==> src/rtl/branch_resolve_unit.sv <==
// Branch resolution unit: evaluates the six conditional-branch conditions under a
// start/done handshake, produces the branch target and next PC, and keeps a table
// of 2-bit saturating counters with a combinational prediction port for fetch.
module branch_resolve_unit #(
    parameter int         XLEN      = 32,
    parameter int         BHT_DEPTH = 16,
    parameter logic [1:0] CNT_INIT  = 2'b01
) (
    input  logic            clk,
    input  logic            rst,
    input  logic            start,
    input  logic [2:0]      func3,
    input  logic [XLEN-1:0] rs1,
    input  logic [XLEN-1:0] rs2,
    input  logic [XLEN-1:0] pc,
    input  logic [XLEN-1:0] imm,
    input  logic            pred_in,
    input  logic [XLEN-1:0] pred_pc,
    output logic            pred_taken,
    output logic            busy,
    output logic            done,
    output logic            taken,
    output logic            illegal,
    output logic            mispredict,
    output logic [XLEN-1:0] target,
    output logic [XLEN-1:0] next_pc
);

    localparam int IDX = $clog2(BHT_DEPTH);

    typedef enum logic [1:0] {IDLE, EVAL, WRITE} state_t;

    state_t            state_reg;
    logic [2:0]        func3_reg;
    logic [XLEN-1:0]   rs1_reg, rs2_reg, pc_reg, imm_reg;
    logic              pred_in_reg;
    logic              busy_reg, done_reg;
    logic              taken_reg, illegal_reg, mispredict_reg;
    logic [XLEN-1:0]   target_reg, next_pc_reg;

    logic              taken_next, illegal_next, mispredict_next;
    logic [XLEN-1:0]   target_next, next_pc_next;

    logic [1:0]        cnt_reg  [BHT_DEPTH];
    logic [1:0]        cnt_next [BHT_DEPTH];
    logic [IDX-1:0]    wr_idx;
    logic              cnt_we;

    // Condition evaluation and address arithmetic on the latched operands
    always_comb begin
        taken_next   = 1'b0;
        illegal_next = 1'b0;
        case (func3_reg)
            3'b000:  taken_next = (rs1_reg == rs2_reg);
            3'b001:  taken_next = (rs1_reg != rs2_reg);
            3'b100:  taken_next = ($signed(rs1_reg) <  $signed(rs2_reg));
            3'b101:  taken_next = ($signed(rs1_reg) >= $signed(rs2_reg));
            3'b110:  taken_next = (rs1_reg <  rs2_reg);
            3'b111:  taken_next = (rs1_reg >= rs2_reg);
            default: illegal_next = 1'b1;
        endcase
        target_next     = pc_reg + imm_reg;
        next_pc_next    = taken_next ? target_next : (pc_reg + XLEN'(4));
        mispredict_next = !illegal_next && (taken_next ^ pred_in_reg);
    end

    // Control FSM with operand latches and registered result outputs
    always_ff @(posedge clk) begin
        if (rst) begin
            state_reg      <= IDLE;
            busy_reg       <= 1'b0;
            done_reg       <= 1'b0;
            taken_reg      <= 1'b0;
            illegal_reg    <= 1'b0;
            mispredict_reg <= 1'b0;
            target_reg     <= '0;
            next_pc_reg    <= '0;
            func3_reg      <= '0;
            rs1_reg        <= '0;
            rs2_reg        <= '0;
            pc_reg         <= '0;
            imm_reg        <= '0;
            pred_in_reg    <= 1'b0;
        end else begin
            done_reg <= 1'b0;
            case (state_reg)
                IDLE: begin
                    if (start) begin
                        func3_reg   <= func3;
                        rs1_reg     <= rs1;
                        rs2_reg     <= rs2;
                        pc_reg      <= pc;
                        imm_reg     <= imm;
                        pred_in_reg <= pred_in;
                        busy_reg    <= 1'b1;
                        state_reg   <= EVAL;
                    end
                end
                EVAL: begin
                    taken_reg      <= taken_next;
                    illegal_reg    <= illegal_next;
                    mispredict_reg <= mispredict_next;
                    target_reg     <= target_next;
                    next_pc_reg    <= next_pc_next;
                    done_reg       <= 1'b1;
                    state_reg      <= WRITE;
                end
                WRITE: begin
                    busy_reg  <= 1'b0;
                    state_reg <= IDLE;
                end
                default: begin
                    busy_reg  <= 1'b0;
                    state_reg <= IDLE;
                end
            endcase
        end
    end

    // Counter write happens on the edge that leaves WRITE, only for legal branches
    assign wr_idx = pc_reg[IDX+1:2];
    assign cnt_we = (state_reg == WRITE) && !illegal_reg;

    // Per-entry saturating next value; only the addressed entry moves
    generate
        for (genvar gi = 0; gi < BHT_DEPTH; gi++) begin : g_cnt
            always_comb begin
                cnt_next[gi] = cnt_reg[gi];
                if (cnt_we && (wr_idx == IDX'(gi))) begin
                    if (taken_reg) begin
                        if (cnt_reg[gi] != 2'b11) cnt_next[gi] = cnt_reg[gi] + 2'b01;
                    end else begin
                        if (cnt_reg[gi] != 2'b00) cnt_next[gi] = cnt_reg[gi] - 2'b01;
                    end
                end
            end
        end
    endgenerate

    // Counter table state; every entry returns to CNT_INIT on reset
    always_ff @(posedge clk) begin
        for (int i = 0; i < BHT_DEPTH; i++) begin
            if (rst) cnt_reg[i] <= CNT_INIT;
            else     cnt_reg[i] <= cnt_next[i];
        end
    end

    // Prediction reads the current table, so a same-cycle write is not yet visible
    assign pred_taken = cnt_reg[pred_pc[IDX+1:2]][1];

    assign busy       = busy_reg;
    assign done       = done_reg;
    assign taken      = taken_reg;
    assign illegal    = illegal_reg;
    assign mispredict = mispredict_reg;
    assign target     = target_reg;
    assign next_pc    = next_pc_reg;

endmodule

==> config.mk <==
export PLATFORM = sky130hd
export DESIGN_NAME = branch_resolve_unit
export DESIGN_NICKNAME = d
export VERILOG_FILES = /design/src/rtl/branch_resolve_unit.sv
export SDC_FILE = /design/constraint.sdc
export NUM_CORES = 1
export LEC_CHECK = 0
export BUFFER_PORTS_ARGS = -buffer_cell sky130_fd_sc_hd__buf_2
export CORE_ASPECT_RATIO = 0.9
export CORE_MARGIN = 2
export CORE_UTILIZATION = 35
export DETAILED_ROUTE_END_ITERATION = 12
export SLEW_MARGIN = 15
export SYNTH_ARGS = -nofsm -noshare
export SYNTH_HDL_FRONTEND = slang
export SYNTH_SLANG_ARGS = --single-unit
==> constraint.sdc <==
create_clock -name clk -period 9.1 [get_ports clk]
set_input_delay 0.455 -clock clk [delete_from_list [all_inputs] [get_ports clk]]
set_output_delay 0.455 -clock clk [all_outputs]
set_load 0.02 [all_outputs]
==> run metrics <==
status finished, final reports clean; dpl ws about 5300 ps; Post-synth ARST share 0; Synth Flop Type dfxtp_1; post-synthesis cell count 1,546; crit path DAT 4130 ps; CTS tree yes; r2r endpoint next_pc[23]; RSZ-0062 raised after global routing no; clk sinks roughly 240; Initial Utilization 0.353; Clk Latency, worst-skew pair 550 ps; hold endpoint imm_reg[0]; hpwl dp 24,600 µm; Routed WL 34,500 µm; reg2reg start rs2_reg[7]; Synth warnings 0; boundary pin count 237; Final Cell Area between 10,000 and 15,000 µm²; ratio of cells with drive above 1 in the final layout 0.164; Fmax achieved 267 MHz; critical path type flip-flop to flip-flop; total grt overflow 0; static leakage roughly 6.0 nW; FF-to-FF path depth 13; hold_ws 149 ps; Overall Global Routing Usage 0.191; Seq/Total Area, Yosys 0.393; Pwr Density 190 nW/µm²; mean post-synth cell area 7.74 µm²; Final WS setup 5350 ps; clock root buffer clkbuf_16; Final Util 0.422; placed cell areas 13,300 µm²; worst-path fanout max 30; Num CTS Buffers 27; Hold Vio Cnt, Final 0; Synth Register Bits 235; Via density 5.02; average routed wire per standard cell 15.7 µm; Worst-path clk slew 60 ps; reg-to-reg slack, setup 5350 ps; # DRC 0; count of hold-fix buffers inserted at cts 0; final worst path period share 0.412; critical path's largest stage delay 530 ps; first-pass GRT wire length 55,300 µm; depth of the CTS H-tree 1; Std-Cell Rows 64; Netlist Area Pre-Place 12,000 µm²; Max Slew Vio Count 0; worst slew pin tran 1130 ps; initial antenna violation count 6; Final Skew 21.3 ps; max cap viols 0; setup_tns 0 ps; syn_nets 1,781; Final nets 1,939; post-route antenna net violation count 0; crit start category flip-flop; vias in the first global route 10.4k; Critical Path, Cell by Cell inv_1 -> ha_1 -> nand4_1 -> nor3_2 -> a21boi_1 -> a2111o_1 -> a2111oi_2 -> a21oi_1 -> o211ai_2 -> or2_1 -> buf_4 -> mux2i_1 -> o21ai_0; via total after detailed routing around 11k; Setup crit start rs2_reg[7]; post-synthesis cell type count 62; Initial DRC Count ~710; PostCTS Resize Cnt 0; Core ar. 33,900 µm²; Die Y 179 µm; Die Area 35,700 µm²; Initial DRT Pass Iterations 5; largest net degree at the start of global routing 105; worst hold start imm[0]; Final min period 3750 ps; Crit-path slowest cell o211ai_2; Worst Hold Class primary input to flip-flop; CTS Buffer Depth 3; peak supply drop approximately 0.13 mV; Worst Setup End Kind flip-flop; post-CTS setup buffer count 0; Hold Crit Depth 3; Final setup viols 0; number of synthesized flops with an enable pin 0; data required time of the worst path 9480 ps; Final Wtd Congestion around 0.86; port bufs 208; Die X 199 µm; Layout area overhead 19.6%; Worst slew margin 0.244
## critical path: cells and delay by family, from the launching register on
kind            cells  cell delay, ps
compound gates      6            1730
fa+ha+maj           1             300
buf+inv             2             470
flops               1             340
mux                 1             300
simple gates        3             440
## metrics by stage
step | total power [mW] | instances
6_report | 2.71 | 2188
5_1_grt | 2.84 | 2185
4_1_cts | 2.75 | 2185
3_5_place_dp | 1.55 | 2137
3_3_place_gp | 1.55 | 2137
2_1_floorplan | 1.42 | 1546
## routing by layer
metal  part of all wire  up-vias  track usage
li1                   -     5615            -
met1               0.49     5047        0.274
met2               0.42      273        0.291
met3              0.060       52       0.0417
met4              0.021        6       0.0415
met5            0.00099        -            0
## cell families (layout without fill, tap and decap cells)
group | Yosys count | in the layout | synth area share
AOI/OAI and AO/OA | 411 | 411 | 0.200
xor gates and xnor gates | 59 | 59 | 0.0432
adders and majority gates | 68 | 68 | 0.0717
buffers and inverters | 147 | 324 | 0.0486
DFF | 235 | 235 | 0.393
muxes | 24 | 24 | 0.0254
other | 0 | 3 | 0
and+or+nand+nor | 602 | 602 | 0.218
## power breakdown
group          internal (mW)  switching, mW  leakage [nW]
Combinational          0.153          0.243          3.62
Sequential              1.09         0.0485          1.92
Clock                  0.741          0.443         0.481
## cells in the final DEF, fill, tap and decap left out, types with 13 or more instances in the layout
| master | netlist | routed |
|---|---|---|
| nor2_1 | 76 | 76 |
| xnor2_1 | 48 | 48 |
| mux2i_1 | 18 | 18 |
| clkbuf_16 | 0 | 27 |
| nand3b_1 | 31 | 31 |
| nand3_1 | 28 | 28 |
| nand2_1 | 392 | 391 |
| o31ai_1 | 14 | 14 |
| dfxtp_1 | 235 | 235 |
| nor3_1 | 13 | 13 |
| a21oi_1 | 232 | 232 |
| o21ai_0 | 75 | 75 |
| a21o_1 | 25 | 25 |
| ha_1 | 67 | 67 |
| inv_1 | 58 | 58 |
| buf_2 | 2 | 207 |
| nand2b_1 | 19 | 18 |
## synthesized netlist by cell type, types with 2 or more instances
master      n  area [µm²]
and2_1      4        25.0
nand3b_1   31         233
a31oi_1     4        25.0
clkbuf_1   78         293
o41ai_1     4        35.0
a21oi_1   232        1160
nand2b_1   19         119
xor2_1     11        96.3
nor3b_1     4        30.0
a211oi_1   12        90.1
o21bai_1    2        15.0
a221o_1    12         120
buf_1       5        18.8
a211o_1     2        17.5
o311ai_0    2        17.5
a21o_1     25         188
o221ai_1    4        35.0
nand4_1    12        75.1
buf_2       2        10.0
o211ai_1    4        30.0
and3_1      7        43.8
xnor2_1    48         420
o311ai_1    2        17.5
mux2i_1    18         180
nand3_1    28         140
nand2_1   392        1470
o211ai_2    2        25.0
nor2b_1     5        31.3
o21ai_0    75         375
o21a_1      5        37.5
o31ai_1    14         105
mux4_2      5         113
nor4_1      3        18.8
nor3_1     13        65.1
dfxtp_1   235        4700
nor2_1     76         285
inv_1      58         218
ha_1       67         838
## area by class of cell
cell class              count  area [µm²]
fillers                  3545       19600
multi-input cells        1164        6700
flip-flops and latches    235        4700
repair buffers            217        1110
clock buffers              35         776
well taps                 462         578
inverters                  59         221
clock inverters            13         205
diodes                      3        7.51
## worst max-delay path by stage
stage / depth (start not counted) / to / slack, ps
2_1_floorplan: 14 / next_pc[0] / 6110
3_3_place_gp: 13 / next_pc[23] / 5350
3_5_place_dp: 13 / next_pc[23] / 5330
4_1_cts: 13 / next_pc[23] / 5300
5_1_grt: 12 / next_pc[3] / 5060
6_report: 13 / next_pc[23] / 5350
No activity file was read; power rests on OpenSTA's default activity.
